`src/rtl/iiitb_mem_pkg.sv`:
```
// Shared state encoding, default sizing and byte-lane semantics for the
// iiitb data-memory responder.
package iiitb_mem_pkg;

  typedef enum logic [1:0] {
    IDLE = 2'd0,
    WAIT = 2'd1,
    RESP = 2'd2
  } state_t;

  localparam int DEFAULT_DEPTH   = 64;
  localparam int DEFAULT_LATENCY = 2;

  // Lane i of the result comes from new_word when be[i] is set, else old_word.
  function automatic logic [31:0] be_merge(input logic [31:0] old_word,
                                           input logic [31:0] new_word,
                                           input logic [3:0]  be);
    logic [31:0] merged;
    merged = old_word;
    for (int i = 0; i < 4; i++) begin
      if (be[i]) merged[8*i +: 8] = new_word[8*i +: 8];
    end
    return merged;
  endfunction

endpackage

```
`src/rtl/iiitb_sp_ram.sv`:
```
// Single-port word RAM with per-byte write enables and a registered read.
// Each byte lane is its own array so the lanes map onto block-RAM byte writes.
module iiitb_sp_ram
  import iiitb_mem_pkg::*;
#(
  parameter int DEPTH = DEFAULT_DEPTH,
  parameter int AW    = (DEPTH > 1) ? $clog2(DEPTH) : 1
) (
  input  logic          clk,
  input  logic          en,
  input  logic          we,
  input  logic [AW-1:0] addr,
  input  logic [31:0]   wdata,
  input  logic [3:0]    be,
  output logic [31:0]   rdata
);

  genvar gi;
  generate
    for (gi = 0; gi < 4; gi++) begin : g_lane
      logic [7:0] mem [DEPTH];
      logic [7:0] rd_reg;

      // Read data only moves when en is set, so it holds while a response waits.
      always_ff @(posedge clk) begin
        if (en) begin
          if (we && be[gi]) mem[addr] <= wdata[8*gi +: 8];
          rd_reg <= mem[addr];
        end
      end

      assign rdata[8*gi +: 8] = rd_reg;
    end
  endgenerate

endmodule

```
`src/rtl/iiitb_dmem_resp.sv`:
```
// Data-memory responder: one outstanding request, fixed wait latency, then a
// response held until the initiator takes it. Out-of-range addresses report rsp_err.
module iiitb_dmem_resp
  import iiitb_mem_pkg::*;
#(
  parameter int DEPTH   = DEFAULT_DEPTH,
  parameter int LATENCY = DEFAULT_LATENCY
) (
  input  logic        clk,
  input  logic        RN,
  input  logic        req_valid,
  output logic        req_ready,
  input  logic        req_we,
  input  logic [31:0] req_addr,
  input  logic [31:0] req_wdata,
  input  logic [3:0]  req_be,
  output logic        rsp_valid,
  input  logic        rsp_ready,
  output logic [31:0] rsp_rdata,
  output logic        rsp_err
);

  localparam int          AW        = (DEPTH > 1) ? $clog2(DEPTH) : 1;
  localparam logic [3:0]  WAIT_LOAD = (LATENCY == 0) ? 4'd0 : 4'(LATENCY - 1);
  localparam logic [31:0] DEPTH_W   = 32'(DEPTH);

  state_t      state_reg, state_next;
  logic [3:0]  cnt_reg, cnt_next;
  logic        we_reg;
  logic [31:0] addr_reg, wdata_reg;
  logic [3:0]  be_reg;

  logic        accept;
  logic        enter_resp;
  logic        op_we;
  logic [31:0] op_addr, op_wdata;
  logic [3:0]  op_be;
  logic        op_in_range;
  logic        ram_en, ram_we;
  logic [31:0] ram_rdata;
  logic        rsp_in_range;

  assign req_ready = (state_reg == IDLE) && !RN;
  assign accept    = req_valid && req_ready;

  always_ff @(posedge clk) begin
    if (RN) begin
      state_reg <= IDLE;
      cnt_reg   <= 4'd0;
    end else begin
      state_reg <= state_next;
      cnt_reg   <= cnt_next;
    end
  end

  always_ff @(posedge clk) begin
    if (accept) begin
      we_reg    <= req_we;
      addr_reg  <= req_addr;
      wdata_reg <= req_wdata;
      be_reg    <= req_be;
    end
  end

  always_comb begin
    state_next = state_reg;
    cnt_next   = cnt_reg;
    enter_resp = 1'b0;
    case (state_reg)
      IDLE: begin
        if (accept) begin
          if (LATENCY == 0) begin
            state_next = RESP;
            enter_resp = 1'b1;
          end else begin
            state_next = WAIT;
            cnt_next   = WAIT_LOAD;
          end
        end
      end
      WAIT: begin
        if (cnt_reg == 4'd0) begin
          state_next = RESP;
          enter_resp = 1'b1;
        end else begin
          cnt_next = cnt_reg - 4'd1;
        end
      end
      RESP: begin
        if (rsp_ready) state_next = IDLE;
      end
      default: state_next = IDLE;
    endcase
  end

  // With zero latency the RAM is touched on the accept edge itself, before the
  // request registers are loaded, so the live request feeds the RAM from IDLE.
  assign op_we       = (state_reg == IDLE) ? req_we    : we_reg;
  assign op_addr     = (state_reg == IDLE) ? req_addr  : addr_reg;
  assign op_wdata    = (state_reg == IDLE) ? req_wdata : wdata_reg;
  assign op_be       = (state_reg == IDLE) ? req_be    : be_reg;
  assign op_in_range = op_addr < DEPTH_W;

  assign ram_en = enter_resp && op_in_range && !RN;
  assign ram_we = ram_en && op_we;

  iiitb_sp_ram #(
    .DEPTH (DEPTH),
    .AW    (AW)
  ) u_ram (
    .clk   (clk),
    .en    (ram_en),
    .we    (ram_we),
    .addr  (op_addr[AW-1:0]),
    .wdata (op_wdata),
    .be    (op_be),
    .rdata (ram_rdata)
  );

  assign rsp_in_range = addr_reg < DEPTH_W;
  assign rsp_valid    = (state_reg == RESP) && !RN;
  assign rsp_err      = rsp_valid && !rsp_in_range;
  assign rsp_rdata    = (rsp_valid && rsp_in_range && !we_reg) ? ram_rdata : 32'd0;

endmodule

```
`config.mk`:
```
export PLATFORM = sky130hd
export DESIGN_NAME = iiitb_dmem_resp
export DESIGN_NICKNAME = d
export VERILOG_FILES = /design/src/rtl/iiitb_mem_pkg.sv /design/src/rtl/iiitb_sp_ram.sv /design/src/rtl/iiitb_dmem_resp.sv
export SDC_FILE = /design/constraint.sdc
export NUM_CORES = 2
export LEC_CHECK = 0
export ABC_AREA = 0
export CAP_MARGIN = 20
export CORE_MARGIN = 2
export CORE_UTILIZATION = 56
export DETAILED_ROUTE_END_ITERATION = 16
export MAX_ROUTING_LAYER = met4
export PLACE_DENSITY = 0.71
export SLEW_MARGIN = 30
export SYNTH_ARGS = -nofsm -noshare
export SYNTH_HDL_FRONTEND = slang
export SYNTH_SLANG_ARGS = --single-unit
```
`constraint.sdc`:
```
create_clock -name clk -period 4.7 [get_ports clk]
set_input_delay 0.705 -clock clk [delete_from_list [all_inputs] [get_ports clk]]
set_output_delay 0.705 -clock clk [all_outputs]
set_load 0.01 [all_outputs]
```
; Word level (Yosys, flattened, before mapping)
; Memories as Yosys holds them, arrays and structs flattened. A register that Yosys moved wholly into a read port is not among the register bits.
; Index checks and enable logic that the tools add are counted.
[word_totals]
register_bits = 75
ramBits = 2048
inputBits = 73
out_inout_bits = 35
elab_cells = 66
memories = 4
[op_classes]
n_addsub = 1
n_lt_le_gt_ge = 2
eq_ne = 6
muxes = 26
n_reduce_logical = 21
[mem_list]
columns = name, words, word_bits, rd, rd_ports_with_merged_regs, wr, line
row1 = u_ram.g_lane[0].mem, 64, 8, 1, 1, 1, iiitb_sp_ram.sv:21  ; logic [7:0] mem [DEPTH];
row2 = u_ram.g_lane[1].mem, 64, 8, 1, 1, 1, iiitb_sp_ram.sv:21
row3 = u_ram.g_lane[2].mem, 64, 8, 1, 1, 1, iiitb_sp_ram.sv:21
row4 = u_ram.g_lane[3].mem, 64, 8, 1, 1, 1, iiitb_sp_ram.sv:21
[op_table]
columns = op, n
row1 = 2-to-1 mux 32 bit, 3
row2 = < comparator 32 x 7 -> 1 bit (second input constant), 2
row3 = 2-to-1 mux 1 bit, 15
row4 = logical AND 1 bit, 13
row5 = 2-to-1 mux 4 bit, 3
row6 = inequality test 2 bit (second input constant), 4
row7 = one-hot mux 4 bit (2 select lines), 1
row8 = 2-to-1 mux 2 bit, 3
row9 = one-hot mux 2 bit (3 select lines), 1
row10 = AND reduction 3 bit, 2
row11 = zero test 4 bit, 1
row12 = subtractor 4 x 1 -> 4 bit (second input constant), 1
row13 = zero test 1 bit, 3
row14 = == test 2 x 1 -> 1 bit (second input constant), 1
row15 = == test 2 bit (second input constant), 1
row16 = zero test 2 bit, 1
row17 = nonzero test 2 bit, 1

; Depth between registers and ports, before layout
[logic_depth]
word_depth = 10
ltp_mapped = 16
ltp_nobuf = 9

; Cells and area by module
; From an unflattened synthesis, not the netlist that was laid out.
[hier_totals]
cells_unflattened = 4795
area_unflattened_um2 = 82416.5
[modules_own_cells]
columns = mod, instances, cells_each, area_per_inst_um2, seq_area_each_um2
row1 = iiitb_sp_ram, 1, 4572, 79082.1, 62459.9
row2 = iiitb_dmem_resp, 1, 223, 3334.4, 2192.1

; Worst setup path after synthesis
; Ideal clock, no wire load.
[synth_path]
path_kind = reg2reg
startpoint = register state_reg[0]
endpoint = register cnt_reg[1]
setup_time_ps = 127
arrival_time_ps = 4890
t_required_ps = 4573
path_slack_ps = -317
path_stages_with_launch = 10
n_path_buf = 3
period_less_slack_ps = 5017
path_cell_list = dfxtp_1 buf_6 nor2_1 clkbuf_1 clkbuf_1 nand2_1 nor2_1 nor2_1 a21oi_1 nor2_1
[synth_via]
elab_chain_cells = 5
elab_cells_between_ends = 9
cone_classes = eq/ne: 3 / mux: 1 / reduce/logical: 5
[synth_lines]
columns = element, line
row1 = "start, declared", iiitb_dmem_resp.sv:27  ; state_t state_reg, state_next;
row2 = "start signal, assigned", iiitb_dmem_resp.sv:51  ; state_reg <= state_next;
row3 = zero test 2 bit, iiitb_dmem_resp.sv:43  ; assign req_ready = (state_reg == IDLE) && !RN;
row4 = logical AND 1 bit, iiitb_dmem_resp.sv:43
row5 = logical AND 1 bit, iiitb_dmem_resp.sv:44  ; assign accept = req_valid && req_ready;
row6 = named net accept, iiitb_dmem_resp.sv:33  ; logic accept;
row7 = inequality test 2 bit (no source line), n/a
row8 = AND reduction 3 bit (no source line), n/a
row9 = "end signal, assigned", iiitb_dmem_resp.sv:52  ; cnt_reg <= cnt_next;
row10 = "end, declared", iiitb_dmem_resp.sv:28  ; logic [3:0] cnt_reg, cnt_next;
; The timed path passes the listed nets, and every way through them passes these cells.
; A chain may end at the register's enable or synchronous reset.

; Final worst setup path
[layout_path]
startpoint = register state_reg[1]
endpoint = output port rsp_rdata[19]
[layout_via]
elab_chain_cells = 5
[layout_lines]
columns = element, line
row1 = == test 2 bit, iiitb_dmem_resp.sv:121  ; assign rsp_valid = (state_reg == RESP) && !RN;
row2 = logical AND 1 bit, iiitb_dmem_resp.sv:121
row3 = logical AND 1 bit (2 in series), iiitb_dmem_resp.sv:123  ; assign rsp_rdata = (rsp_valid && rsp_in_range && !we_reg) ? ram_rdata : 32'd0;
row4 = 2-to-1 mux 32 bit, iiitb_dmem_resp.sv:123
row5 = "end, declared", iiitb_dmem_resp.sv:19  ; output logic [31:0] rsp_rdata,
; Every way passes these cells.

==> out/qor.csv <==
metric,value,unit
status,"complete, no violations",
ys_types,65,
muxShareOfSynthArea,2.95,%
wl,232000,um
ant_nets,0,
crit_required,3.99,ns
synthFlopType,edfxtp_1,
synth-simple-area-share,4.53,%
initial_core_util,56.4,%
drv_slew,0,
max-vdd-ir-drop,0.000317,V
synth_top_family_by_area,compound AO/OA/AOI/OAI gates,
synth-compound-area-share,10.7,%
antenna_found_initial,8,
tritoncts,yes,
core_area,143000,sq um
p_total,43.1,mW
ys_seq_elements,2155,
area_growth,16.4,%
htree_num_levels,4,
layout-drive-gt1-share,19.1,%
crit_arrival,3.68,ns
clk_pin_slew,0.07,ns
grt_pass1_vias,47652,
final_common_cell,edfxtp_1,
synth.top_cell.area_share,79.7,%
overflow,0,
dieArea,148000,sq um
period_needed,4.38,ns
setup.worst_path.start_class,flip-flop,
design_area,94300,sq um
ys_warn_count,0,
via_per_inst,6.85,
grt_setup_unrepaired,no,
crit_chain,nand2b_1 -> or2_2 -> nor4_2 -> buf_12 -> and2_1 -> clkdlybuf4s50_1,
syn-instance-count,4661,
crit_type,reg -> out,
vias,49284,
finalHoldViolations,0,
ys_async_sr_fraction,0,%
nNetsFinal,5195,
synth.largest_area_cell,edfxtp_1,
synthAdderAreaFrac,0.0309,%
p_leak,30.1,nW
synth_edf_count,2149,
maxCapViolCount,0,
fill_cells,9430,
synth-xor-area-share,0.0216,%
ys_seq_area_share,79.9,%
cts.sinks,2155,
clk_latency,0.85,ns
drt_iter0_markers,8762,
ctsResizeCount,0,
pin_count,108,
place_worst_setup_slack,0.169,ns
slew_headroom,32.3,%
grt_usage,32.2,%
end_kind,output pin,
finalSetupViolCount,0,
cts_buffers,202,
p_per_area,457,nW/um^2
worstMarginPinSlew,1.02,ns
synth.area.top_cells,"edfxtp_1 80%, a22oi_1 2.6%, mux2_2 1.8%",
regMostFlops,u_ram.g_lane.mem,
setup_ws,0.317,ns
die_w,384,um
clk_path_buf_depth,3,
grt_pass1_wl,333000,um
totalNegativeSetupSlack,0,ns
port-buffer-count,107,
rows,139,
utilization,65.7,%
cts_setup_buffers,0,
finClkSkew,0.0283,ns
layout_common_cells,"2149 x edfxtp_1, 435 x buf_4, 284 x nand2_1",
syn-num-nets,4736,
slowest_delay,0.72,ns
syn_area,80900,sq um
hold_class,in -> reg,
dp.final_hpwl,144000,um
dr.pass1.iters,10,
post-route-drc-count,0,
die_y,384,um
clockRootBuffer,clkbuf_16,
cts_hold_buf,0,
fin_crit_sh,93.3,%
synth.avg_cell_area,17.4,sq um
r2r_slack,0.43,ns
critPathSlowestCell,dfxtp_1,
grt_start_max_net_pins,65,
place.gp.congestion,0.901,
wl_per_cell,32.2,um
crit_fanout,32,
dpl-instance-area,87800,sq um
max_freq,0.228,GHz
largest_register_ffs,2048,
==> layer usage <==
metal | wire length, um | GRT usage [%]
met1 | 84300 | 43.2
met2 | 109000 | 48.9
met3 | 27900 | 6.27
met4 | 10400 | 13.0
met5 | 0 | -
==> cell usage after synthesis, types with 4 or more instances <==
cell type,number
a22o_1,137
nor2_1,102
and3_1,6
dfxtp_1,6
o22ai_1,17
o32ai_1,4
mux2_2,131
nand4_1,19
inv_1,7
nand2b_1,4
a2111oi_0,8
buf_1,52
and2_1,35
a211oi_1,12
a221o_1,13
edfxtp_1,2149
nand2_1,322
nand3_1,14
mux2i_1,91
buf_6,5
buf_4,7
a222oi_1,136
nor4_1,27
o21a_1,4
nor3_1,215
nor3b_1,4
a31o_2,10
o21ai_0,33
or4_1,24
a31oi_1,118
a21oi_1,171
o2bb2ai_1,4
o211ai_1,15
a221oi_1,132
a22oi_1,280
buf_2,102
clkbuf_1,173
o22a_1,17
or4b_1,5
or2_2,4
a2bb2oi_1,12
==> worst max-delay path, delay by kind of cell, from the launching register on <==
family	cells	cell delay, ns
flops	1	0.72
buf+inv	2	0.90
simple gates	4	1.21
==> power by group <==
part	total (mW)	switching, mW	internal [mW]
registers	22.1	0.0268	22.1
clock network	15.9	7.06	8.81
logic	5.08	3.67	1.41
==> layout make-up <==
class | count | area (sq um) | area share (%)
sequential | 2155 | 64700 | 68.6
multi-input combinational | 2160 | 15400 | 16.4
timing repair buffer | 594 | 5380 | 5.70
clock buffer | 247 | 5270 | 5.59
tap | 1903 | 2380 | 2.53
clock inverter | 127 | 1090 | 1.16
inverter | 7 | 26.3 | 0.0279
antenna | 7 | 17.5 | 0.0186
==> worst paths after layout <==
kind / cells past startpoint / endpoint / startpoint
worst max-delay path: 6 / rsp_rdata[19] / state_reg[1]$_SDFFE_PP0P_
worst min-delay path: 1 / addr_reg[22]$_DFFE_PP_ / req_addr[22]
worst max register to register: 9 / u_ram.g_lane[1].rd_reg[3]$_DFFE_PP_ / state_reg[0]$_SDFFE_PP0P_
worst min register to register: 2 / cnt_reg[1]$_SDFFE_PP0P_ / cnt_reg[1]$_SDFFE_PP0P_
==> cell families (layout without fill, tap and decap cells) <==
kind of cell	after synthesis	count (layout)
adder cells (fa/ha/maj)	2	2
XOR/XNOR	2	2
AO/OA/AOI/OAI	1143	1143
flip-flops	2155	2155
buffers and inverters	346	975
other	0	7
multiplexers	222	222
AND/OR/NAND/NOR	791	791
==> per-stage QoR <==
step	hold slack, ns	instances
after floorplan	0.478	4661
after global placement	0.501	6814
after detailed placement	0.506	6819
after CTS	0.380	7193
after global routing	0.406	7199
final	0.426	7200
No activity file was read; power rests on OpenSTA's default activity.
==> RTL change (same flow settings) <==
Change the package constant `DEFAULT_DEPTH` from 64 to 32.
--- a/src/rtl/iiitb_mem_pkg.sv
+++ b/src/rtl/iiitb_mem_pkg.sv
@@ -8,7 +8,7 @@
     RESP = 2'd2
   } state_t;
 
-  localparam int DEFAULT_DEPTH   = 64;
+  localparam int DEFAULT_DEPTH   = 32;
   localparam int DEFAULT_LATENCY = 2;
 
   // Lane i of the result comes from new_word when be[i] is set, else old_word.
Check against the original RTL: not settled (the Yosys comparison gave no result); the edit may change what the design does.
==> RTL change against the unedited design <==
Sequential power fell by 48%. Total power decreased by 48%. Die area down 48%. Global-route usage shrank 5.6 points. Routed wire length is 57% lower. Core utilization down 0.28 points. Setup slack better by 460 ps. Clock power fell by 41%. Synthesized area fell by 48%. Sequential cell count is 1024 lower. Non-clock buffer count fell by 364. Design area is 48% lower. Critical path type unchanged. Critical endpoint is now rsp_rdata[14]. Largest cell class unchanged. Largest power group unchanged. Highest routed layer unchanged.
==> RTL change: results (changes against the unedited design) <==
[run_status]
status = completed  ; unchanged

[final_layout]
nNetsFinal = 2593  ; was 5195
largest_register_ffs = 1024  ; was 2048
multi_input_area_um2 = 7590  ; was 15400 um2
layout-drive-gt1-share_pct = 14.1  ; was 19.1%
fillers = 4873  ; was 9430
regMostFlops = u_ram.g_lane.mem  ; unchanged

[clock_tree]
cts_resized = 0  ; unchanged
clk_path_buf_depth = 3  ; unchanged
insertion_delay_ps = 700  ; was 850 ps
cts-root-buf = clkbuf_16  ; unchanged
cts_buffers = 109  ; was 202
htreeDepth = 3  ; was 4

[global_route]
met3_usage_pct = 3.82  ; was 6.27%
grt_use_total_pct = 26.6  ; was 32.2%
grt_pass1_wl_um = 149000  ; was 333000 um
grtUsageMet1_pct = 36.0  ; was 43.2%
grt_pass1_vias = 23600  ; was 47700
grt_start_max_net_pins = 67  ; was 65
use_met2_pct = 42.1  ; was 48.9%
antenna_found_initial = 5  ; was 8

[routing]
routed_wl_um = 99900  ; was 232000 um
via_per_inst = 6.61  ; was 6.85
drt_iter0_markers = 2853  ; was 8762
drt_first_pass_iters = 6  ; was 10
avgRoutedWirePerCell_um = 27.9  ; was 32.2 um

[placement]
dp_slack_ps = 758  ; was 169 ps
dp.cells = 3376  ; was 6819
placed_area_um2 = 44800  ; was 87800 um2
portBuffers = 107  ; unchanged
place_congestion = 0.835  ; was 0.901
post-dp-hpwl_um = 61000  ; was 144000 um

[critical_path]
reg2reg_depth = 6  ; was 9
worst_ep_arrival_time_ps = 3220  ; was 3680 ps
reg2reg_setup_slack_ps = 960  ; was 430 ps
r2r_end = u_ram.g_lane[1].mem[24][4]  ; was u_ram.g_lane[1].rd_reg[3]
r2r_start = state_reg[1]  ; was state_reg[0]

[min_path]
whs_path_depth = 1  ; unchanged
hold_end = cnt_reg[0]  ; was addr_reg[22]
min-delay-start = cnt_reg[0]  ; was req_addr[22]
hold_path_class = flop to flop  ; was input pin to flop

[sta]
timing.hold.ws_ps = 526  ; was 426 ps
fin_skew_ps = 36.6  ; was 28.3 ps
timing.slew.headroom_pct = 33.9  ; was 32.3%

[synth]
synth_cells = 2338  ; was 4661
synth_edf_count = 1125  ; was 2149
ys_types = 40  ; was 65
async_reset_ff_share_pct = 0  ; unchanged
synth.area.top_cells = edfxtp_1 (80%), a22o_1 (5.3%), a221oi_1 (4.4%)  ; was edfxtp_1 (80%), a22oi_1 (2.6%), mux2_2 (1.8%)
syn_nets = 2413  ; was 4736
synth_commonest_cells = edfxtp_1 (1125), a22o_1 (256), a221oi_1 (210)  ; was edfxtp_1 (2149), nand2_1 (322), a22oi_1 (280)
ys_seq_area_share_pct = 80.4  ; was 79.9%

[pwr]
intPower_mw = 17.6  ; was 32.3 mW
vdd_drop_max_v = 0.000374  ; was 0.000317 V
leakage_nw = 15.5  ; was 30.1 nW

[RTL change: cell type report]
class | count | share of cell area [%]
multi-input cells | 1043 | 15.6
clock buffers | 125 | 5.72
flip-flops and latches | 1131 | 69.6
repair buffers | 230 | 4.25
well taps | 969 | 2.49
clock inverters | 80 | 2.29
diodes | 3 | 0.0154
inverters | 3 | 0.0231
[RTL change: worst max-delay path by stage]
stage	endpoint	slack, ps	start	cells after the start
floorplan	cnt_reg[1]	300	RN	5
global placement	rsp_rdata[18]	840	RN	7
detailed placement	u_ram.g_lane[0].mem[13][4]	760	req_addr[0]	5
CTS	rsp_rdata[30]	700	addr_reg[29]	6
global route	rsp_rdata[25]	630	addr_reg[29]	6
finish	rsp_rdata[14]	780	addr_reg[29]	6
[RTL change: critical path, cell delays in order (launching register included)]
cell and delay (ps):
edfxtp_1 370, nor4_1 410, nand4_1 230, nor4_2 260, buf_4 480, and2_1 210, clkdlybuf4s50_1 540
[RTL change: metal layers]
layer	share of wire, %	vias up
met4	2.9	0
met3	8.7	183
met1	39	12100
met2	49	1224
met5	0	-
li1	-	10200
[RTL change: cells by family after synthesis]
logic type / share of synthesized area (%)
DFF: 80.4
AOI/OAI and AO/OA: 13.4
and+or+nand+nor: 4.22
buffers and inverters: 1.81
xor gates and xnor gates: 0.0416
adders and majority gates: 0.0594
muxes: 0.0238
[RTL change: power groups by stage]
stage / registers [mW] / clock network (mW) / logic, mW
3_3_place_gp: 11.6 / 0 / 1.74
4_1_cts: 11.4 / 9.45 / 1.81
2_1_floorplan: 11.6 / 0 / 1.07
6_report: 11.4 / 9.38 / 1.82
5_1_grt: 11.4 / 9.85 / 1.94
3_5_place_dp: 11.6 / 0 / 1.81
